<file path="config.mk">
export PLATFORM = sky130hd
export DESIGN_NAME = kalman_gain_semipar
export DESIGN_NICKNAME = d
export VERILOG_FILES = /design/src/rtl/kalman_gain_semipar_pkg.sv /design/src/rtl/kalman_gain_semipar_fxp_div_seq.sv /design/src/rtl/kalman_gain_semipar.sv
export SDC_FILE = /design/constraint.sdc
export NUM_CORES = 2
export LEC_CHECK = 0
export ABC_CLOCK_PERIOD_IN_PS = 7800
export CORE_ASPECT_RATIO = 0.75
export CORE_UTILIZATION = 39
export DETAILED_ROUTE_END_ITERATION = 10
export PLACE_DENSITY = 0.55
export SKIP_LAST_GASP = 1
export SLEW_MARGIN = 10
export SYNTH_ARGS = -nofsm -noshare
export SYNTH_HDL_FRONTEND = slang
export SYNTH_HIERARCHICAL = 1
export SYNTH_SLANG_ARGS = --single-unit
</file>
<file path="constraint.sdc">
create_clock -name clk -period 7.8 [get_ports clk]
set_input_delay 1.17 -clock clk [delete_from_list [all_inputs] [get_ports clk]]
set_output_delay 1.17 -clock clk [all_outputs]
set_load 0.01 [all_outputs]
</file>
<file path="src/rtl/kalman_gain_semipar_pkg.sv">
// kalman_gain_semipar_pkg
//   Shared fixed-point defaults and controller state encoding for the Kalman
//   gain block and its sequential divider.
//   FXP_N    : default data word width (signed two's complement)
//   FXP_FRAC : default fractional bits (1.0 = 2**FXP_FRAC)
//   NUM_MUL  : number of shared multiplier lanes
//   kg_state_t : KG_IDLE .. KG_DIV1_WAIT controller states
package kalman_gain_semipar_pkg;

    localparam int FXP_N    = 16;
    localparam int FXP_FRAC = 8;
    localparam int NUM_MUL  = 4;

    // KG_DIV1_GO keeps the encoding complete; the controller folds the second
    // divide launch into the DIV0_WAIT exit so it is never entered.
    typedef enum logic [3:0] {
        KG_IDLE      = 4'd0,
        KG_MUL0      = 4'd1,
        KG_SUM0      = 4'd2,
        KG_MUL1      = 4'd3,
        KG_SUM1      = 4'd4,
        KG_DIV0_GO   = 4'd5,
        KG_DIV0_WAIT = 4'd6,
        KG_DIV1_GO   = 4'd7,
        KG_DIV1_WAIT = 4'd8
    } kg_state_t;

endpackage

</file>
<file path="src/rtl/kalman_gain_semipar_fxp_div_seq.sv">
// fxp_div_seq
//   Restoring signed sequential divider: q = (num * 2**FRAC) / den, computed
//   on magnitudes, truncated toward zero, sign = sign(num) ^ sign(den).
//   One quotient bit per clock, N+FRAC iterations. start sampled at edge k
//   gives done (one-cycle pulse) together with q/ovf after edge k+N+FRAC.
//   Build option KG_SAT_EN: defined -> out-of-range quotients clamp to the
//   nearest N-bit bound; undefined -> the low N bits are kept (wrap).
//   ovf flags an out-of-range quotient in both builds.
// Ports:
//   clk, rst_n : clock, asynchronous active-low reset
//   start      : load num/den and begin a divide
//   num, den   : signed N-bit operands
//   q          : signed N-bit quotient, ovf : quotient out of range
//   done       : one-cycle pulse when q/ovf are updated
module fxp_div_seq import kalman_gain_semipar_pkg::*; #(
    parameter int N    = FXP_N,
    parameter int FRAC = FXP_FRAC
) (
    input  logic         clk,
    input  logic         rst_n,
    input  logic         start,
    input  logic [N-1:0] num,
    input  logic [N-1:0] den,
    output logic [N-1:0] q,
    output logic         done,
    output logic         ovf
);
    localparam int QW = N + FRAC;
    localparam int CW = $clog2(QW + 1);
    // largest magnitudes representable for a positive / negative result
    localparam logic [QW-1:0] MAG_POS = QW'((64'd1 << (N - 1)) - 64'd1);
    localparam logic [QW-1:0] MAG_NEG = QW'(64'd1 << (N - 1));
`ifdef KG_SAT_EN
    localparam logic [N-1:0] Q_MAX = {1'b0, {(N-1){1'b1}}};
    localparam logic [N-1:0] Q_MIN = {1'b1, {(N-1){1'b0}}};
`endif

    // dvd shifts dividend bits out of the top and quotient bits into the bottom
    logic [QW-1:0] dvd;
    logic [N-1:0]  rem;
    logic [N-1:0]  den_mag;
    logic          neg;
    logic [CW-1:0] cnt;
    logic          run;

    logic [N-1:0]  num_mag_in, den_mag_in;
    logic [N:0]    rem_sh;
    logic          fits;
    logic [N-1:0]  rem_nx;
    logic [QW-1:0] dvd_nx;
    logic          q_ovf;
    logic [N-1:0]  q_low;
    logic [N-1:0]  q_fin;

    // magnitude of -2**(N-1) is 2**(N-1), which still fits N unsigned bits
    assign num_mag_in = num[N-1] ? (~num + 1'b1) : num;
    assign den_mag_in = den[N-1] ? (~den + 1'b1) : den;

    always_comb begin
        rem_sh = {rem, dvd[QW-1]};
        fits   = (rem_sh >= {1'b0, den_mag});
        rem_nx = fits ? N'(rem_sh - {1'b0, den_mag}) : rem_sh[N-1:0];
        dvd_nx = {dvd[QW-2:0], fits};
        // dvd_nx holds the full quotient magnitude on the last iteration
        q_ovf  = neg ? (dvd_nx > MAG_NEG) : (dvd_nx > MAG_POS);
        q_low  = neg ? (~dvd_nx[N-1:0] + 1'b1) : dvd_nx[N-1:0];
`ifdef KG_SAT_EN
        q_fin  = q_ovf ? (neg ? Q_MIN : Q_MAX) : q_low;
`else
        q_fin  = q_low;
`endif
    end

    always_ff @(posedge clk or negedge rst_n) begin
        if (!rst_n) begin
            dvd     <= '0;
            rem     <= '0;
            den_mag <= '0;
            neg     <= 1'b0;
            cnt     <= '0;
            run     <= 1'b0;
            q       <= '0;
            done    <= 1'b0;
            ovf     <= 1'b0;
        end else begin
            done <= 1'b0;
            if (start) begin
                dvd     <= {num_mag_in, {FRAC{1'b0}}};
                rem     <= '0;
                den_mag <= den_mag_in;
                neg     <= num[N-1] ^ den[N-1];
                cnt     <= CW'(QW);
                run     <= 1'b1;
            end else if (run) begin
                rem <= rem_nx;
                dvd <= dvd_nx;
                cnt <= cnt - 1'b1;
                if (cnt == CW'(1)) begin
                    run  <= 1'b0;
                    done <= 1'b1;
                    q    <= q_fin;
                    ovf  <= q_ovf;
                end
            end
        end
    end

endmodule

</file>
<file path="src/rtl/kalman_gain_semipar.sv">
// kalman_gain_semipar
//   Kalman gain for a 2-state / scalar-measurement filter:
//     u = P_prior * H^T, s = H*u + r, K = u / s   (signed fixed point)
//   Four shared multiplier lanes and one shared sequential divider
//   (fxp_div_seq) sequenced by a start/done controller.
//   Products and sums are kept at 2N bits; N-bit results are bits
//   [FRAC+N-1:FRAC] of the 2N-bit sum (no rounding).
//   Build option KG_SAT_EN selects clamping (defined) or wrapping (undefined)
//   of out-of-range gains; sat reports the overflow either way.
// Ports:
//   clk, rst_n            : clock, asynchronous active-low reset
//   start                 : one-cycle request, ignored while busy
//   P_PRIOR00..P_PRIOR11  : prior covariance (held stable until done)
//   h0, h1, r             : measurement row and noise variance
//   done                  : one-cycle pulse, K0/K1/S_INNOV/div_err/sat valid
//   busy                  : run in progress
//   K0, K1                : gain, S_INNOV : innovation variance s
//   div_err               : s <= 0 on the last run (no divide, K = 0)
//   sat                   : a quotient overflowed on the last run
module kalman_gain_semipar import kalman_gain_semipar_pkg::*; #(
    parameter int N    = FXP_N,
    parameter int FRAC = FXP_FRAC
) (
    input  logic                clk,
    input  logic                rst_n,
    input  logic                start,
    input  logic signed [N-1:0] P_PRIOR00,
    input  logic signed [N-1:0] P_PRIOR01,
    input  logic signed [N-1:0] P_PRIOR10,
    input  logic signed [N-1:0] P_PRIOR11,
    input  logic signed [N-1:0] h0,
    input  logic signed [N-1:0] h1,
    input  logic signed [N-1:0] r,
    output logic                done,
    output logic                busy,
    output logic signed [N-1:0] K0,
    output logic signed [N-1:0] K1,
    output logic signed [N-1:0] S_INNOV,
    output logic                div_err,
    output logic                sat
);

    kg_state_t state;

    logic [NUM_MUL-1:0][N-1:0]   mul_a, mul_b;
    logic [NUM_MUL-1:0][2*N-1:0] mul_p;
    logic [NUM_MUL-1:0][2*N-1:0] m;

    logic [N-1:0]   u0, u1, s_reg, k0_q;
    logic           ovf0;
    logic [2*N-1:0] r_2n;
    logic [2*N-1:0] sum_u0, sum_u1, sum_s;

    logic           s_pos;
    logic           div_start, div_done, div_ovf;
    logic [N-1:0]   div_num, div_q;

    function automatic logic [2*N-1:0] fxp_mul(input logic signed [N-1:0] a,
                                               input logic signed [N-1:0] b);
        logic signed [2*N-1:0] ax, bx;
        ax = a;
        bx = b;
        return ax * bx;
    endfunction

    function automatic logic [2*N-1:0] fxp_add(input logic [2*N-1:0] a,
                                               input logic [2*N-1:0] b);
        return a + b;
    endfunction

    function automatic logic [N-1:0] fxp_trunc(input logic [2*N-1:0] v);
        return v[FRAC+N-1:FRAC];
    endfunction

    // Operand routing for the shared multipliers. Lanes are idle (zero)
    // outside the two multiply phases; lanes 2/3 are unused in MUL1.
    always_comb begin
        mul_a = '0;
        mul_b = '0;
        if (state == KG_MUL0) begin
            mul_a = {h1, h0, h1, h0};
            mul_b = {P_PRIOR11, P_PRIOR10, P_PRIOR01, P_PRIOR00};
        end else if (state == KG_MUL1) begin
            mul_a[0] = h0;
            mul_b[0] = u0;
            mul_a[1] = h1;
            mul_b[1] = u1;
        end
    end

    for (genvar g = 0; g < NUM_MUL; g++) begin : g_mul
        assign mul_p[g] = fxp_mul(mul_a[g], mul_b[g]);
    end

    // r joins the 2N-bit sum already scaled by 2**FRAC
    assign r_2n   = {{N{r[N-1]}}, r} << FRAC;
    assign sum_u0 = fxp_add(m[0], m[1]);
    assign sum_u1 = fxp_add(m[2], m[3]);
    assign sum_s  = fxp_add(sum_u0, r_2n);

    assign s_pos  = ~s_reg[N-1] & (|s_reg);

    // First divide launches from DIV0_GO; the second is launched on the
    // same edge that captures the first quotient, saving a GO cycle.
    assign div_start = ((state == KG_DIV0_GO)   && s_pos) ||
                       ((state == KG_DIV0_WAIT) && div_done);
    assign div_num   = (state == KG_DIV0_GO) ? u0 : u1;

    fxp_div_seq #(.N(N), .FRAC(FRAC)) u_div (
        .clk   (clk),
        .rst_n (rst_n),
        .start (div_start),
        .num   (div_num),
        .den   (s_reg),
        .q     (div_q),
        .done  (div_done),
        .ovf   (div_ovf)
    );

    always_ff @(posedge clk or negedge rst_n) begin
        if (!rst_n) begin
            state   <= KG_IDLE;
            m       <= '0;
            u0      <= '0;
            u1      <= '0;
            s_reg   <= '0;
            k0_q    <= '0;
            ovf0    <= 1'b0;
            done    <= 1'b0;
            busy    <= 1'b0;
            K0      <= '0;
            K1      <= '0;
            S_INNOV <= '0;
            div_err <= 1'b0;
            sat     <= 1'b0;
        end else begin
            done <= 1'b0;
            case (state)
                KG_IDLE: begin
                    if (start) begin
                        busy  <= 1'b1;
                        state <= KG_MUL0;
                    end
                end
                KG_MUL0: begin
                    m     <= mul_p;
                    state <= KG_SUM0;
                end
                KG_SUM0: begin
                    u0    <= fxp_trunc(sum_u0);
                    u1    <= fxp_trunc(sum_u1);
                    state <= KG_MUL1;
                end
                KG_MUL1: begin
                    m     <= mul_p;
                    state <= KG_SUM1;
                end
                KG_SUM1: begin
                    s_reg <= fxp_trunc(sum_s);
                    state <= KG_DIV0_GO;
                end
                KG_DIV0_GO: begin
                    if (!s_pos) begin
                        // non-positive innovation variance: skip both divides
                        K0      <= '0;
                        K1      <= '0;
                        S_INNOV <= s_reg;
                        div_err <= 1'b1;
                        sat     <= 1'b0;
                        done    <= 1'b1;
                        busy    <= 1'b0;
                        state   <= KG_IDLE;
                    end else begin
                        state <= KG_DIV0_WAIT;
                    end
                end
                KG_DIV0_WAIT: begin
                    if (div_done) begin
                        k0_q  <= div_q;
                        ovf0  <= div_ovf;
                        state <= KG_DIV1_WAIT;
                    end
                end
                KG_DIV1_WAIT: begin
                    if (div_done) begin
                        K0      <= k0_q;
                        K1      <= div_q;
                        S_INNOV <= s_reg;
                        div_err <= 1'b0;
                        sat     <= ovf0 | div_ovf;
                        done    <= 1'b1;
                        busy    <= 1'b0;
                        state   <= KG_IDLE;
                    end
                end
                default: state <= KG_IDLE;
            endcase
        end
    end

endmodule

</file>
==> summary.md <==
| Metric | Value |
|---|---|
| Dpl hpwl | `110,000 um` |
| Post-synthesis cell area | `46,900 um2` |
| Worst Tran Pin Value | `1.06 ns` |
| Placed insts | `6,953` |
| Gate Count Post-Synth | `5,269` |
| Overflow after GRT | `0` |
| Row count | `109` |
| Register area | `7460 um2` |
| Slowest cell on crit path | `fa_1` |
| Longest Clk Path Bufs | `3` |
| CP startpoint kind | `flop` |
| Fill cells | `11,596` |
| GRT Util Overall | `22.8%` |
| Max reg flops | `96` |
| Routed via count | `35,747` |
| Initial drt markers | `2,345` |
| Drt wl/cell | `19.4 um` |
| Largest net degree at the start of global routing | `156` |
| Most used cell, CP | `fa_1` |
| Seq/Total Area, Yosys | `15.9%` |
| Clk Latency, worst-skew pair | `0.57 ns` |
| Slew Viols, Final | `0` |
| Vias per cell | `5.10` |
| CP arrival | `7.79 ns` |
| Cell taking the most area after synthesis | `fa_1` |
| Final Cycle Share | `94.6%` |
| Syn_nets | `6,506` |
| Flop2flop setup slack | `0.42 ns` |
| CP required | `8.22 ns` |
| Min-Delay Endpoint | `K0[7]` |
| Final wirelength | `136,000 um` |
| Die area | `122,000 um2` |
| Avg Cell Area, Syn | `8.90 um2` |
| Routed Antenna Nets | `0` |
| Crit Path Max Fanout | `29` |
| Hold path cells | `2` |
| Synth Register Bits | `298` |
| Antenna violations before repair | `9` |
| Setup Viol. Count Final | `0` |
| Sink Count | `298` |
| Htree depth | `2` |
| Maxcap violations | `0` |
| Nets | `6,672` |
| Die Height | `302 um` |
| Max Freq | `136 MHz` |
| First-pass GRT wire length | `215,000 um` |
| Clock transition at path regs | `0.06 ns` |
| RR Endpoint | `m[119]` |
| Final min period | `7.38 ns` |
| Normalized max-slew margin | `29.1%` |
| Critical Path, Cell by Cell | `or3b_4, nor2_4, buf_12, buf_4, and2_1, nand2_1, fa_1, inv_1, fa_1, fa_1, fa_1, fa_1, inv_1, fa_1, inv_1, ha_1, and2_1, a22o_1, or3_1, a21o_1, nand4_1, or3b_1` |
| Unrepaired setup endpoints after global routing | `false` |
| Post-synth top area share | `32.0%` |
| Placer Congestion | `0.894` |
| DRC errors left | `0` |
| Final Skew | `0.0266 ns` |
| Core area | `119,000 um2` |
| Yosys warns | `6` |
| Vias in the first global route | `36,537` |
| Worst R2R Start | `state[3]` |
| Synth top area cells | `fa_1, dfrtp_1, ha_1` |
| Run status | `finished clean` |
| Critical path type | `reg2reg` |
| Final Hold Vio Count | `0` |
| Distinct cells, synth | `76` |
| TritonCTS buffer count | `34` |
| Biggest register | `m` |
| Final core area utilization | `44.5%` |
| Worst R2R Path Depth | `22` |
| IO buf count | `166` |
| Predominant post-synthesis flop cell | `dfrtp_1` |
| Die width | `402 um` |
| Multi-input gate area | `34,600 um2` |
| Initial Util | `39.6%` |
| Initial DRT Pass Iterations | `6` |
| Root Driver | `clkbuf_16` |
| Post-synth ARST share | `100%` |
| Largest registers | `m x96, u_div/dvd x24` |
| Hold_sp | `k0_q[7]` |
| Hold/Removal Path Class | `reg2reg` |
| Post-CTS Setup Inserts | `0` |
| Layout cells sized above 1 | `7.33%` |
| Area growth, synth to finish | `12.4%` |
| CTS tree | `built` |
| Fin cells | `7,013` |
| EDFF count, synth | `0` |
| # IOs | `167` |
| Max stage delay on crit path | `0.60 ns` |
| Worst setup EP type | `flop` |
| Setup_tns | `0 ns` |
-- layout by cell type, fill, tap and decap left out, types with 10 or more instances in the layout --
master / instances
nand2b_1: 28
inv_1: 1031
nor3_1: 32
and2_1: 191
mux2i_1: 69
o211ai_1: 11
a21o_1: 42
or2_2: 18
o21bai_1: 17
o21a_1: 19
clkbuf_16: 35
nand3b_1: 13
o41ai_1: 10
o21ai_0: 203
xor2_1: 93
xnor2_1: 156
fa_1: 750
nand2_1: 712
nor3b_1: 10
nor2b_1: 18
a21oi_1: 117
mux2_2: 77
nor2_1: 187
o21ai_1: 13
ha_1: 372
nand3_1: 103
buf_12: 25
clkdlybuf4s50_1: 165
a211oi_1: 38
a31oi_1: 15
and3_1: 217
buf_4: 197
o31ai_1: 20
or3_1: 24
dfrtp_1: 296
-- critical path, delay by kind of cell (launching register included) --
kind	cells	cell delay [ns]
AOI/OAI and AO/OA	2	0.43
adders and majority gates	7	3.37
buffers and inverters	5	0.61
DFF	1	0.49
and+or+nand+nor	8	2.31
-- final cells by class --
cell class	count	area share (%)
inverter	1032	7.35
multi-input combinational	3681	65.7
tap	1554	3.69
clock inverter	14	0.425
clock buffer	45	1.81
sequential	298	14.2
antenna	1	0.00475
timing repair buffer	388	6.92
-- per-layer routing --
layer / track usage (%) / vias to the layer above / wire length [um]
li1: - / 16734 / -
met1: 34.4 / 17866 / 65700
met5: 0 / - / 46
met3: 4.90 / 134 / 10500
met2: 33.9 / 1005 / 57200
met4: 3.74 / 8 / 2340
-- timing repair --
| item | CTS | global route |
|---|---|---|
| resized for setup | 0 | 1 |
| hold buffers | 0 | 0 |
| endpoints found under the setup margin | 0 | 2 |
-- synthesized netlist by cell type (all sizes together) (13+ instances only) --
library cell  number
a211oi            39
a21o              43
a21oi            119
a31oi             15
and2             191
and3             217
buf               32
clkbuf           226
dfrtp            298
fa               750
ha               372
inv             1032
mux2              77
mux2i             70
nand2            713
nand2b            28
nand3            103
nand3b            13
nor2             196
nor2b             18
nor3              32
o21a              19
o21ai            218
o21bai            17
o31ai             20
or2               18
or3               25
xnor2            156
xor2              93
-- worst max-delay path by stage --
stage	startpoint	end	slack, ns
4_1_cts	state[3]	m[53]	0.34
2_1_floorplan	state[3]	m[55]	0.64
3_3_place_gp	P_PRIOR01[1]	m[53]	-0.005
6_report	state[3]	m[119]	0.42
5_1_grt	state[3]	m[85]	0.05
3_5_place_dp	P_PRIOR01[1]	m[53]	-0.08
-- kinds of logic (layout without fill, tap and decap cells) --
kind of cell	count (synthesis)	count (layout)	share of synthesized area, %
compound gates	559	559	7.34
xor+xnor	249	249	4.65
other cells	0	1	0
buf+inv	1290	1479	10.4
simple gates	1604	1604	16.4
fa+ha+maj	1122	1122	41.9
mux	147	147	3.34
flops	298	298	15.9
-- stage by stage --
stage	hold WS, ns	cell area [um2]	setup WS [ns]
floorplan	0.443	46900	0.636
global placement	0.461	51500	-0.00475
detailed placement	0.466	51500	-0.0829
CTS	0.482	52700	0.336
global route	0.508	52700	0.0451
finish	0.478	52700	0.424
Power is left out: the tool's default activity adds up to more than one toggle a clock period on the data nets, which glitch-free logic cannot reach.
